[config.mk]
export PLATFORM = sky130hd
export DESIGN_NAME = calc2_port_responder
export DESIGN_NICKNAME = d
export VERILOG_FILES = /design/src/rtl/calc2_pkg.sv /design/src/rtl/calc2_req_fifo.sv /design/src/rtl/calc2_port_responder.sv
export SDC_FILE = /design/constraint.sdc
export NUM_CORES = 1
export LEC_CHECK = 0
export BUFFER_PORTS_ARGS = -buffer_cell sky130_fd_sc_hd__buf_2
export CORE_ASPECT_RATIO = 0.7
export CORE_MARGIN = 2
export CORE_UTILIZATION = 55
export DETAILED_ROUTE_END_ITERATION = 10
export GPL_TIMING_DRIVEN = 0
export PLACE_DENSITY = 0.69
export SLEW_MARGIN = 10
export SYNTH_ARGS = -nofsm -noshare
export SYNTH_HDL_FRONTEND = slang
export SYNTH_SLANG_ARGS = --single-unit
export TNS_END_PERCENT = 30
[constraint.sdc]
create_clock -name c_clk -period 4.7 [get_ports c_clk]
set_input_delay 0.47 -clock c_clk [delete_from_list [all_inputs] [get_ports c_clk]]
set_output_delay 0.47 -clock c_clk [all_outputs]
set_load 0.03 [all_outputs]
[src/rtl/calc2_pkg.sv]
// CALC2 responder shared types: commands, response codes, queued request.
// Shift commands are only executable when CALC2_RESP_SHIFT_EN is defined.
package calc2_pkg;

  localparam int DW = 32;
  localparam int TW = 2;

  typedef enum logic [3:0] {
    CMD_NOP = 4'd0,
    CMD_ADD = 4'd1,
    CMD_SUB = 4'd2,
    CMD_SHL = 4'd5,
    CMD_SHR = 4'd6
  } cmd_e;

  typedef enum logic [1:0] {
    RESP_NONE = 2'd0,
    RESP_OK   = 2'd1,
    RESP_ERR  = 2'd2
  } resp_e;

  typedef struct packed {
    logic [3:0]    cmd;
    logic [TW-1:0] tag;
    logic [DW-1:0] op1;
    logic [DW-1:0] op2;
  } req_entry_t;

endpackage

[src/rtl/calc2_req_fifo.sv]
// In-order request queue; a push while full is ignored even if a pop
// happens in the same cycle (the caller flags it as a protocol error).
module calc2_req_fifo
  import calc2_pkg::*;
#(
  parameter int DEPTH = 4
) (
  input  logic       clk_i,
  input  logic       rst_i,
  input  logic       push_i,
  input  req_entry_t din_i,
  input  logic       pop_i,
  output req_entry_t dout_o,
  output logic       full_o,
  output logic       empty_o
);

  localparam int AW = $clog2(DEPTH);

  req_entry_t    mem_q [DEPTH];
  logic [AW-1:0] wp_q;
  logic [AW-1:0] rp_q;
  logic [AW:0]   cnt_q;
  logic          do_push;
  logic          do_pop;

  assign full_o  = (cnt_q == (AW+1)'(DEPTH));
  assign empty_o = (cnt_q == '0);
  assign do_push = push_i && !full_o;
  assign do_pop  = pop_i && !empty_o;
  assign dout_o  = mem_q[rp_q];

  always_ff @(posedge clk_i) begin
    if (do_push) mem_q[wp_q] <= din_i;
  end

  always_ff @(posedge clk_i) begin
    if (rst_i) begin
      wp_q  <= '0;
      rp_q  <= '0;
      cnt_q <= '0;
    end else begin
      if (do_push) wp_q <= wp_q + 1'b1;
      if (do_pop)  rp_q <= rp_q + 1'b1;
      cnt_q <= cnt_q + {{AW{1'b0}}, do_push}
                     - {{AW{1'b0}}, do_pop};
    end
  end

endmodule

[src/rtl/calc2_port_responder.sv]
// CALC2 single-port responder: two-cycle request capture, queue, executor.
// Define CALC2_RESP_SHIFT_EN to execute shl/shr; otherwise they are invalid.
module calc2_port_responder
  import calc2_pkg::*;
#(
  parameter int DEPTH   = 4,
  parameter int LATENCY = 3
) (
  input  logic        c_clk,
  input  logic        reset,
  input  logic [3:0]  req_cmd_in,
  input  logic [31:0] req_data_in,
  input  logic [1:0]  req_tag_in,
  output logic [1:0]  out_resp,
  output logic [31:0] out_data,
  output logic [1:0]  out_tag,
  output logic        proto_err
);

  localparam int CW = $clog2(LATENCY + 1);

  typedef enum logic {ST_IDLE, ST_OP2} cap_e;

  cap_e          st_q;
  logic [3:0]    cmd_q;
  logic [TW-1:0] tag_q;
  logic [DW-1:0] op1_q;
  logic          perr_q;

  req_entry_t push_d;
  req_entry_t head;
  logic       push;
  logic       pop;
  logic       full;
  logic       empty;

  assign push   = (st_q == ST_OP2);
  assign push_d = '{cmd: cmd_q, tag: tag_q,
                    op1: op1_q, op2: req_data_in};

  always_ff @(posedge c_clk) begin
    if (reset) begin
      st_q   <= ST_IDLE;
      cmd_q  <= '0;
      tag_q  <= '0;
      op1_q  <= '0;
      perr_q <= 1'b0;
    end else begin
      unique case (st_q)
        ST_IDLE: begin
          if (req_cmd_in != CMD_NOP) begin
            cmd_q <= req_cmd_in;
            tag_q <= req_tag_in;
            op1_q <= req_data_in;
            st_q  <= ST_OP2;
          end
        end
        ST_OP2: begin
          st_q <= ST_IDLE;
          if (req_cmd_in != CMD_NOP || full) perr_q <= 1'b1;
        end
      endcase
    end
  end

  calc2_req_fifo #(.DEPTH(DEPTH)) u_fifo (
    .clk_i   (c_clk),
    .rst_i   (reset),
    .push_i  (push),
    .din_i   (push_d),
    .pop_i   (pop),
    .dout_o  (head),
    .full_o  (full),
    .empty_o (empty)
  );

  // Busy covers the cycles between pop and the response cycle, so the
  // executor can pop again in the very cycle its response is visible.
  req_entry_t    ex_q;
  req_entry_t    src;
  logic          busy_q;
  logic [CW-1:0] cnt_q;
  logic          fire;

  assign pop  = !busy_q && !empty;
  assign src  = (LATENCY == 1) ? head : ex_q;
  assign fire = (LATENCY == 1) ? pop
                               : (busy_q && cnt_q == CW'(1));

  always_ff @(posedge c_clk) begin
    if (reset) begin
      busy_q <= 1'b0;
      cnt_q  <= '0;
      ex_q   <= '0;
    end else if (pop && LATENCY > 1) begin
      busy_q <= 1'b1;
      cnt_q  <= CW'(LATENCY - 1);
      ex_q   <= head;
    end else if (busy_q) begin
      cnt_q <= cnt_q - 1'b1;
      if (cnt_q == CW'(1)) busy_q <= 1'b0;
    end
  end

  resp_e         res_resp;
  logic [DW-1:0] res_data;
  logic [DW:0]   sum;

  always_comb begin
    res_resp = RESP_ERR;
    res_data = '0;
    sum      = {1'b0, src.op1} + {1'b0, src.op2};
    case (src.cmd)
      CMD_ADD: begin
        if (!sum[DW]) begin
          res_resp = RESP_OK;
          res_data = sum[DW-1:0];
        end
      end
      CMD_SUB: begin
        if (src.op2 <= src.op1) begin
          res_resp = RESP_OK;
          res_data = src.op1 - src.op2;
        end
      end
`ifdef CALC2_RESP_SHIFT_EN
      CMD_SHL: begin
        res_resp = RESP_OK;
        res_data = src.op1 << src.op2[4:0];
      end
      CMD_SHR: begin
        res_resp = RESP_OK;
        res_data = src.op1 >> src.op2[4:0];
      end
`endif
      default: ;
    endcase
  end

  resp_e         resp_q;
  logic [DW-1:0] data_q;
  logic [TW-1:0] otag_q;

  always_ff @(posedge c_clk) begin
    if (reset || !fire) begin
      resp_q <= RESP_NONE;
      data_q <= '0;
      otag_q <= '0;
    end else begin
      resp_q <= res_resp;
      data_q <= res_data;
      otag_q <= src.tag;
    end
  end

  assign out_resp  = resp_q;
  assign out_data  = data_q;
  assign out_tag   = otag_q;
  assign proto_err = perr_q;

endmodule

==> impl_results.md, run 1 <==
- CTS Sinks: 436
- Final WL: 50,000 um
- WL/cell: 22.9 um
- Synth Net Count: 1,665
- Fin. max-slew vios: 0
- Final nets: 1,788
- Worst-margin pin slew: 1.14 ns
- F_max: 240 MHz
- Routed vias/inst: 6.05
- CP max FO: 10
- Largest net degree at the start of global routing: 51
- Routability Congestion: 0.956
- Status: completed
- # rows: 57
- HP Class: input port to register
- CTS Buffer Depth: 3
- Placed inst area: 0.0202 mm^2
- Relative slew slack: 0.242
- Arrival @ worst endpoint: 4.57 ns
- Setup crit end: out_data[24]
- P&R area growth vs syn: 12.6%
- Seq cells post-synth: 436
- Setup Skew: 0.0272 ns
- Grt ovf: 0
- Worst Setup End Kind: register
- Fillcell total: 2,700
- Post-CTS sizing: 0
- Starting Density: 0.554
- WP data required: 5.10 ns
- Final Setup Violations: 0
- Die ar.: 0.0362 mm^2
- Vias in the first global route: 12,500
- Overall Power: 13.7 mW
- Flop2flop setup slack: 0.53 ns
- Endpoints failing hold: 0
- Num ports: 77
- Sum Neg Setup Slack: 0 ns
- Critical path class: register to register
- Post-Syn Instances: 1,551
- Avg Cell Area, Syn: 12.3 um^2
- Initial antenna violation count: 3
- HPWL Detailed: 35,700 um
- FFs w/ async S/R, synth: 0
- Post-synth EDFFs: 280
- Synth area leader: edfxtp_1
- Layer with the highest usage: met1
- Share of layout cells above drive strength 1: 0.147
- Antenna-violating nets left: 0
- Synth Warn #: 0
- Post-CTS Hold Fix Bufs: 0
- CTS tree: yes
- Setup bufs post-CTS: 0
- Worst r2r src: ex_q[26]
- Share of the synthesized area in the top cell type: 0.441
- GRT Total Usage: 0.280
- First-pass GRT wire length: 75,900 um
- Main area contributors after synthesis: edfxtp_1 (44%), dfxtp_1 (16%), mux4_2 (8.3%)
- H-tree depth: 2
- Drt first pass iters: 7
- DRT iter0 DRCs: 1,561
- Worst setup path start: ex_q[26]
- Unrepaired setup endpoints after global routing: no
- Die Y: 160 um
- Design area: 0.0215 mm^2
- Tmin final: 4.17 ns
- DR vias: 13,200
- Worst Reg2Reg Path Length in Cells: 12
- Hold_ws: 0.142 ns
- Clk_lat worst skew: 0.57 ns
- Reg-to-Reg End: out_data[24]
- Leak Pwr: 7.84 nW
- Die width: 227 um
- IO buf count: 76
- Worst-path clk slew: 0.07 ns
- CTS Buf Count: 41
- CTS root buffer: clkbuf_16
- GR Util met1: 0.460
- Grt met3 use: 0.0546
- Count of cell types in the netlist: 77
- Seq/Total Area, Yosys: 0.604
- Storage cell area: 0.0115 mm^2
- Netlist Area Pre-Place: 0.0191 mm^2
- Core area: 0.0344 mm^2
- Tcrit/Tclk final: 0.887
- VDD IR-drop max: 0.330 mV
- Max Cap Violations: 0
- Worst setup SP type: register
- Multi-input gate area: 0.00683 mm^2
- Met2 usage: 0.383
- Pwr per Cell Area: 639 mW/mm^2
- Residual DRC: 0
- Ys flop type: edfxtp_1
-- placed cells by master (no fill, tap or decap), types with 63 or more instances in the layout --
cell type / netlist / layout
a21oi_1: 185 / 185
buf_2: 6 / 82
clkbuf_1: 55 / 63
dfxtp_1: 156 / 156
edfxtp_1: 280 / 280
ha_1: 71 / 71
inv_1: 80 / 80
mux4_2: 70 / 70
nand2_1: 235 / 235
nor2_1: 80 / 80
-- area by class of cell --
cell class                 count  share of cell area
sequential                   436               0.537
multi-input combinational    943               0.318
clock buffer                  51              0.0510
tap                          472              0.0275
timing repair buffer          80              0.0218
buffer                        90              0.0199
inverter                      82              0.0143
clock inverter                25              0.0104
antenna                        1            0.000117
-- stage by stage --
| stage | cells | util | setup slack [ns] |
|---|---|---|---|
| floorplan | 1551 | - | 1.66 |
| global placement | 2099 | 0.582 | 0.580 |
| detailed placement | 2103 | 0.585 | 0.732 |
| CTS | 2179 | 0.623 | 0.721 |
| global route | 2180 | 0.623 | 0.372 |
| finish | 2180 | 0.623 | 0.532 |
-- state kept, by name, indices dropped and copies added, names as in the netlist --
register / count
u_fifo.mem_q: 280
ex_q: 70
op1_q: 32
out_data: 32
cmd_q: 4
u_fifo.cnt_q: 3
cnt_q: 2
out_resp: 2
out_tag: 2
tag_q: 2
u_fifo.rp_q: 2
u_fifo.wp_q: 2
busy_q: 1
proto_err: 1
push: 1
-- layer usage --
metal | vias up | routed length (um)
met3 | 76 | 4790
met5 | - | 13
met1 | 6520 | 23700
li1 | 5982 | -
met2 | 616 | 20600
met4 | 2 | 908
-- cell families (layout without fill, tap and decap cells) --
group | Yosys count | count (layout) | synth area share
DFF | 436 | 436 | 0.604
and+or+nand+nor | 425 | 425 | 0.0969
AOI/OAI and AO/OA | 361 | 361 | 0.122
buffers and inverters | 172 | 328 | 0.0385
adders and majority gates | 74 | 74 | 0.0497
muxes | 73 | 73 | 0.0842
xor gates and xnor gates | 10 | 10 | 0.00459
other | 0 | 1 | 0
-- power breakdown --
group          switching (mW)  total (mW)  internal, mW  leakage, nW
logic                    3.59        5.59          2.00         3.35
clock network            1.43        3.27          1.83        0.643
registers               0.330        4.87          4.54         3.85
-- Yosys cell counts (10+ instances only) --
master      n
edfxtp_1  280
nand2_1   235
a21oi_1   185
dfxtp_1   156
inv_1      80
nor2_1     80
ha_1       71
mux4_2     70
clkbuf_1   55
nor3_1     26
o21ai_0    21
o21bai_1   20
a221oi_1   19
a21o_1     15
a211oi_1   14
buf_1      14
nor2b_1    13
o22ai_1    13
nor4_1     12
nand3_1    11
o211ai_1   10
-- worst max-delay path, stage by stage, from the launching register on --
cell and delay, ns:
dfxtp_1 0.36, inv_1 0.05, ha_1 0.27, clkbuf_1 0.37
inv_1 0.19, o21bai_1 0.19, a2111oi_0 0.12, o21ai_0 0.43
o2111ai_1 0.31, a21oi_1 0.69, buf_2 0.44, a211oi_1 0.12
a211oi_1 0.45
-- worst min-delay path by stage --
stage / endpoint / cells past startpoint / startpoint / slack [ns]
after floorplan: out_tag[0] / 1 / ex_q[64] / 0.43
after global placement: ex_q[64] / 2 / ex_q[64] / 0.44
after detailed placement: ex_q[69] / 2 / ex_q[69] / 0.45
after CTS: u_fifo.mem_q[2][19] / 1 / req_data_in[19] / 0.12
after global routing: u_fifo.mem_q[1][19] / 1 / req_data_in[19] / 0.13
final: u_fifo.mem_q[2][19] / 1 / req_data_in[19] / 0.14
(Power assumes the default switching activity.)
==> run 2: changes to the inputs <==
- REMOVE_ABC_BUFFERS: unset -> 1
==> impl_results.md, run 2 (synthesis gave the netlist of run 1 again) <==
- Post-CTS sizing: 0 (unchanged)
- CP max FO: 31 (+21)
- Antenna-violating nets left: 0 (unchanged)
- Diode count: 0 (-1)
- Worst setup SP type: register
- HP Class: input port to register
- VDD IR-drop max: 0.392 mV (+19%)
- Routed length on met3: 2780 um (-42%)
- Sum Neg Setup Slack: 0 ns (unchanged)
- Die width: 227 um (unchanged)
- Arrival @ worst endpoint: 4.81 ns (+0.24 ns)
- Largest net degree at the start of global routing: 74 (+45%)
- Num ports: 77 (unchanged)
- Relative slew slack: 0.183 (-0.0589)
- Post-Layout Cell Count: 2,096 (-3.9%)
- Worst Hold Depth: 1 (unchanged)
- F_max: 226 MHz (-5.6%)
- Starting Density: 0.554 (unchanged)
- Max Cap Violations: 0 (unchanged)
- Largest regs: u_fifo.mem_q: 280 flops, ex_q: 70 flops
- Most frequent cells in the layout: edfxtp_1 (280), nand2_1 (235), a21oi_1 (184)
- Overall Power: 13.4 mW (-2.2%)
- Clk pwr share: 0.244 (+0.006)
- Setup bufs post-CTS: 0 (unchanged)
- CTS Buffer Depth: 3 (unchanged)
- CTS Sinks: 436 (unchanged)
- Comb pwr share: 0.391 (-0.016)
- WP data required: 5.10 ns (about the same)
- Commonest non-fill, non-tap cell in the layout: edfxtp_1
- Placed cells: 2,022 (-3.9%)
- Status: completed
- Sequential power share: 0.365 (+0.010)
- Final Setup Violations: 0 (unchanged)
- Worst-margin pin slew: 1.21 ns (+0.0771 ns)
- GRT Total Usage: 0.240 (-0.0406)
- Die Y: 160 um (unchanged)
- Fillcell total: 2,682 (-0.67%)
- Tmin final: 4.42 ns (+0.247 ns)
- Drt first pass iters: 7 (unchanged)
- Worst Setup End Kind: register
- Final WL: 43,100 um (-14%)
- P&R area growth vs syn: 11.8%
- Share of layout cells above drive strength 1: 0.152 (+0.00505)
- Worst-path clk slew: 0.07 ns (about the same)
- Leak Pwr: 7.77 nW (-0.97%)
- Pwr per Cell Area: 630 mW/mm^2 (-1.5%)
- Initial antenna violation count: 0 (-3)
- Fin. max-slew vios: 0 (unchanged)
- CTS tree: yes
- Routability Congestion: 0.927 (-3.1%)
- DRT iter0 DRCs: 1,154 (-26%)
- CTS root buffer: clkbuf_16
- Clk_lat worst skew: 0.56 ns (about the same)
- Unrepaired setup endpoints after global routing: no
- Vias in the first global route: 12,000 (-3.4%)
- Critical path class: register to register
- Max Used Layer: met4
- Multi-input gate area: 0.00687 mm^2 (+0.53%)
- Internal: 8.36 mW (-0.17%)
- # rows: 57 (unchanged)
- Met2 Wirelength: 18,800 um (-8.7%)
- Core area: 0.0344 mm^2 (unchanged)
- Most flops, register: u_fifo.mem_q
- Final nets: 1,706 (-4.6%)
- Grt ovf: 0 (unchanged)
- HPWL Detailed: 27,800 um (-22%)
- Endpoints failing hold: 0 (unchanged)
- Switching fraction of total power: 0.377 (-0.0126)
- Tcrit/Tclk final: 0.939 (+0.0526)
- DR vias: 12,500 (-5.3%)
- H-tree depth: 2 (unchanged)
- Net switching power: 5.07 mW (-5.3%)
- Storage cell area: 0.0115 mm^2 (about the same)
- Routed vias/inst: 5.96 (-1.5%)
- CTS Buf Count: 40 (-2.4%)
- Die ar.: 0.0362 mm^2 (unchanged)
- First-pass GRT wire length: 67,400 um (-11%)
- Worst Reg2Reg Path Length in Cells: 12 (unchanged)
- WL/cell: 20.5 um (-10%)
- Max FFs per register: 280 (unchanged)
- Post-CTS Hold Fix Bufs: 0 (unchanged)
- M1 WL: 20,400 um (-14%)
- IO buf count: 76 (unchanged)
- Residual DRC: 0 (unchanged)
- Setup Skew: 0.0136 ns (-0.0135 ns)
## run 2: metal layers
metal,GRT usage,up-vias
met2,0.350,461
met4,0.0700,0
li1,-,5824
met1,0.369,6135
met5,0,-
met3,0.0425,76
## run 2: area by class of cell
| cell class | instances | share of cell area |
|---|---|---|
| repair buffers | 89 | 0.0326 |
| well taps | 472 | 0.0277 |
| clock inverters | 23 | 0.0120 |
| inverters | 82 | 0.0145 |
| clock buffers | 51 | 0.0503 |
| multi-input cells | 943 | 0.322 |
| flip-flops and latches | 436 | 0.541 |
## run 2: final timing paths
check                   from             endpoint  slack (ns)
max                 ex_q[32]         out_data[19]        0.28
max reg2reg         ex_q[32]         out_data[19]        0.28
min          req_data_in[26]  u_fifo.mem_q[0][26]        0.14
min reg2reg         ex_q[65]             ex_q[65]        0.47
## run 2: worst max-delay path, stage by stage (launching register included)
cell and delay [ns]:
dfxtp_1 0.36, ha_1 0.20, inv_1 0.06, fa_1 0.42, o21bai_1 0.15, a21oi_1 0.12, o31ai_1 0.63, a41o_1 0.38
a31o_2 0.35, a31o_2 0.78, nor2_1 0.31, a221oi_1 0.36, a31oi_1 0.12
## run 2: stage by stage
| step | setup slack, ns | cell area, um^2 | utilization | hold slack [ns] |
|---|---|---|---|---|
| 5_1_grt | 0.0839 | 21300 | 0.619 | 0.137 |
| 6_report | 0.285 | 21300 | 0.619 | 0.143 |
| 2_1_floorplan | 0.775 | 18700 | - | 0.426 |
| 4_1_cts | 0.194 | 21300 | 0.619 | 0.127 |
| 3_3_place_gp | -0.708 | 19600 | 0.570 | 0.440 |
| 3_5_place_dp | 0.226 | 20000 | 0.581 | 0.454 |
## run 2: power by group through the flow
stage               Clock [mW]  Combinational [mW]  Sequential (mW)
floorplan                    0                3.64             4.99
global placement             0                4.86             5.11
detailed placement           0                5.12             4.99
CTS                       3.34                5.15             4.91
global route              3.51                5.74             4.96
finish                    3.27                5.25             4.90
==> run 3: changes to the inputs <==
- SYNTH_HIERARCHICAL: unset -> 1
==> impl_results.md, run 3 <==
- Tcrit/Tclk final: 0.863 (-0.0769)
- Seq cells post-synth: 438 (+0.46%)
- CP Depth: 11 (-1)
- WL/cell: 20.5 um (-0.44%)
- Overall Power: 13.4 mW (about the same)
- Clk_lat worst skew: 0.55 ns (about the same)
- HP Class: input port to register
- Share of layout cells above drive strength 1: 0.162 (+0.00982)
- Commonest non-fill, non-tap cell in the layout: edfxtp_1
- Placed cells: 2,045 (+1.1%)
- CP max FO: 19 (-39%)
- Reg-to-Reg End: out_data[13]
- Post-synth EDFFs: 280 (unchanged)
- Hold_ws: 0.152 ns (+0.00973 ns)
- Die width: 228 um (+0.77%)
- CTS root buffer: clkbuf_16
- Final Setup Violations: 0 (unchanged)
- DRT iter0 DRCs: 1,012 (-12%)
- Worst path max stage delay: 0.60 ns (-0.18 ns)
- Routed vias/inst: 5.90 (-1.1%)
- GRT Total Usage: 0.240 (about the same)
- Worst path slowest cell: a2111oi_0
- Most frequent cells in the layout: edfxtp_1 (280), nand2_1 (239), a21oi_1 (198)
- CTS Buf Count: 41 (+2.5%)
- Worst-path cell chain: inv_1 -> ha_1 -> nand2_1 -> o211a_1 -> a2111oi_0 -> nor4_1 -> a21oi_4 -> and2_1 -> buf_16 -> a21oi_1 -> a21oi_1
- Post-route worst setup slack: 0.646 ns (+0.361 ns)
- Num ports: 77 (unchanged)
- Post-layout util: 0.621 (+0.00151)
- IO buf count: 76 (unchanged)
- Main area contributors after synthesis: edfxtp_1 (43%), dfxtp_1 (16%), mux4_2 (8.1%)
- Grt ovf: 0 (unchanged)
- Vias in the first global route: 12,100 (+0.50%)
- DR vias: 12,500 (+0.080%)
- Starting Density: 0.558 (+0.00410)
- # rows: 57 (unchanged)
- P&R area growth vs syn: 11.3%
- Flop2flop setup slack: 0.65 ns (+0.36 ns)
- Worst Setup End Kind: register
- Final nets: 1,730 (+1.4%)
- Drt first pass iters: 6 (-1)
- Critical path class: register to register
- Placed inst area: 0.0202 mm^2 (+0.83%)
- Netlist Area Pre-Place: 0.0194 mm^2 (+1.6%)
- Cell mode on critical path: a21oi_1
- CTS tree: yes
- CTS Sinks: 438 (+0.46%)
- Antenna-violating nets left: 0 (unchanged)
- Setup Skew: 0.0104 ns (-0.00320 ns)
- Pwr per Cell Area: 623 mW/mm^2 (-1.0%)
- Ys flop type: edfxtp_1
- Design area: 0.0216 mm^2 (+1.1%)
- Crit path max-delay family: compound AO/OA/AOI/OAI gates
- WP data required: 5.12 ns (+0.02 ns)
- Diode count: 0 (unchanged)
- First-pass GRT wire length: 69,100 um (+2.7%)
- Die Y: 161 um (+0.76%)
- Worst Reg2Reg Path Length in Cells: 11 (-1)
- Setup crit end: out_data[13]
- HPWL Detailed: 28,600 um (+2.9%)
- Seq/Total Area, Yosys: 0.597 (-0.00730)
- Largest net degree at the start of global routing: 109 (+47%)
- Status: completed
- Fin. max-slew vios: 0 (unchanged)
- Most frequent cell after synthesis: edfxtp_1
- Worst-path clk slew: 0.06 ns (about the same)
- Relative slew slack: 0.223 (+0.0403)
- Endpoints failing hold: 0 (unchanged)
- Worst slack, placed: 0.140 ns (-0.0867 ns)
- Avg Cell Area, Syn: 12.3 um^2 (+0.34%)
- Max FFs per register: 280 (unchanged)
- Tmin final: 4.05 ns (-0.361 ns)
- Post-Syn Instances: 1,570 (+1.2%)
- Leak Pwr: 7.76 nW (-0.12%)
- Largest regs: u_fifo/mem_q: 280 flops, ex_q: 70 flops
- Share of the synthesized area in the top cell type: 0.434 (-0.00683)
- Final WL: 43,400 um (+0.74%)
- Worst setup SP type: register
- Core area: 0.0347 mm^2 (+0.83%)
- Initial antenna violation count: 0 (unchanged)
- H-tree depth: 2 (unchanged)
- Buf/Inv on CP: 2 (+1)
- Synth area leader: edfxtp_1
- Routability Congestion: 0.882 (-4.9%)
- Count of cell types in the netlist: 83 (+7.8%)
- VDD IR-drop max: 0.387 mV (-1.3%)
- Residual DRC: 0 (unchanged)
- FFs w/ async S/R, synth: 0 (unchanged)
- Sum Neg Setup Slack: 0 ns (unchanged)
- Post-Layout Cell Count: 2,121 (+1.2%)
- Synth Warn #: 6 (+6)
- CTS Buffer Depth: 3 (unchanged)
- Synth top cells by count: edfxtp_1 (280), nand2_1 (240), a21oi_1 (198)
- Worst setup path start: ex_q[18]
- Worst-margin pin slew: 1.17 ns (-0.0492 ns)
- Max Cap Violations: 0 (unchanged)
- Unrepaired setup endpoints after global routing: no
- Worst r2r src: ex_q[18]
- Arrival @ worst endpoint: 4.47 ns (-0.34 ns)
- Most flops, register: u_fifo/mem_q
- F_max: 247 MHz (+8.9%)
- Die ar.: 0.0368 mm^2 (+1.5%)
-- run 3: changes by cell type in the layout (fill, tap and decap cells not counted), moves of 7 or more --
| cell | previous run | this run |
|---|---|---|
| o21ai_0 | 21 | 33 |
| o22a_1 | 1 | 12 |
| a221oi_1 | 19 | 11 |
| o22ai_1 | 13 | 5 |
| clkinv_1 | 9 | 2 |
| o21bai_1 | 20 | 5 |
| inv_1 | 80 | 72 |
| a21oi_1 | 184 | 198 |
| nor2b_1 | 13 | 22 |
-- run 3: cell type report --
| cell class | instances | area, um^2 |
|---|---|---|
| sequential | 438 | 11600 |
| fill | 2759 | 13200 |
| clock buffer | 61 | 1240 |
| clock inverter | 15 | 145 |
| tap | 472 | 591 |
| timing repair buffer | 88 | 681 |
| inverter | 75 | 284 |
| multi-input combinational | 972 | 7040 |
-- run 3: cells by family (layout without fill, tap and decap cells) --
kind of cell / Yosys count / in the layout / share of synthesized area
AOI/OAI and AO/OA: 375 / 375 / 0.125
xor gates and xnor gates: 3 / 3 / 0.00136
adders and majority gates: 74 / 74 / 0.0489
buffers and inverters: 160 / 239 / 0.0412
DFF: 438 / 438 / 0.597
muxes: 73 / 73 / 0.0829
and+or+nand+nor: 447 / 447 / 0.104
-- run 3: worst reg2reg max path, cell delays in order (launching register included) --
cell and delay, ns:
dfxtp_1 0.36, inv_1 0.06, ha_1 0.56, nand2_1 0.15, o211a_1 0.25, a2111oi_0 0.60, nor4_1 0.18, a21oi_4 0.52
and2_1 0.61, buf_16 0.23, a21oi_1 0.09, a21oi_1 0.33
-- run 3: worst min-delay path by stage --
stage / end / cells after the start / slack, ns / from
6_report: u_fifo/mem_q[1][15] / 1 / 0.15 / req_data_in[15]
3_5_place_dp: ex_q[64] / 2 / 0.45 / ex_q[64]
3_3_place_gp: ex_q[64] / 2 / 0.44 / ex_q[64]
4_1_cts: u_fifo/mem_q[2][14] / 1 / 0.13 / req_data_in[14]
5_1_grt: u_fifo/mem_q[3][23] / 1 / 0.14 / req_data_in[23]
2_1_floorplan: ex_q[64] / 2 / 0.43 / ex_q[64]
-- run 3: metal layers --
metal | wire (um) | part of all wire | global-route usage
met2 | 19000 | 0.44 | 0.359
met3 | 2420 | 0.056 | 0.0335
met5 | 0 | 0 | 0
met4 | 886 | 0.020 | 0.0550
met1 | 21100 | 0.49 | 0.375
-- run 3: power by group --
part           total, mW  internal (mW)  switching [mW]
combinational       5.16           1.85            3.31
clock               3.36           1.95            1.41
sequential          4.91           4.59           0.318
total               13.4           8.39            5.04
-- run 3: what timing repair did --
action                     CTS  global route
setup endpoints to repair    0            23
buffers inserted             0             0
hold buffers                 0             0
hold endpoints to repair     0             0
resized for setup            0             2
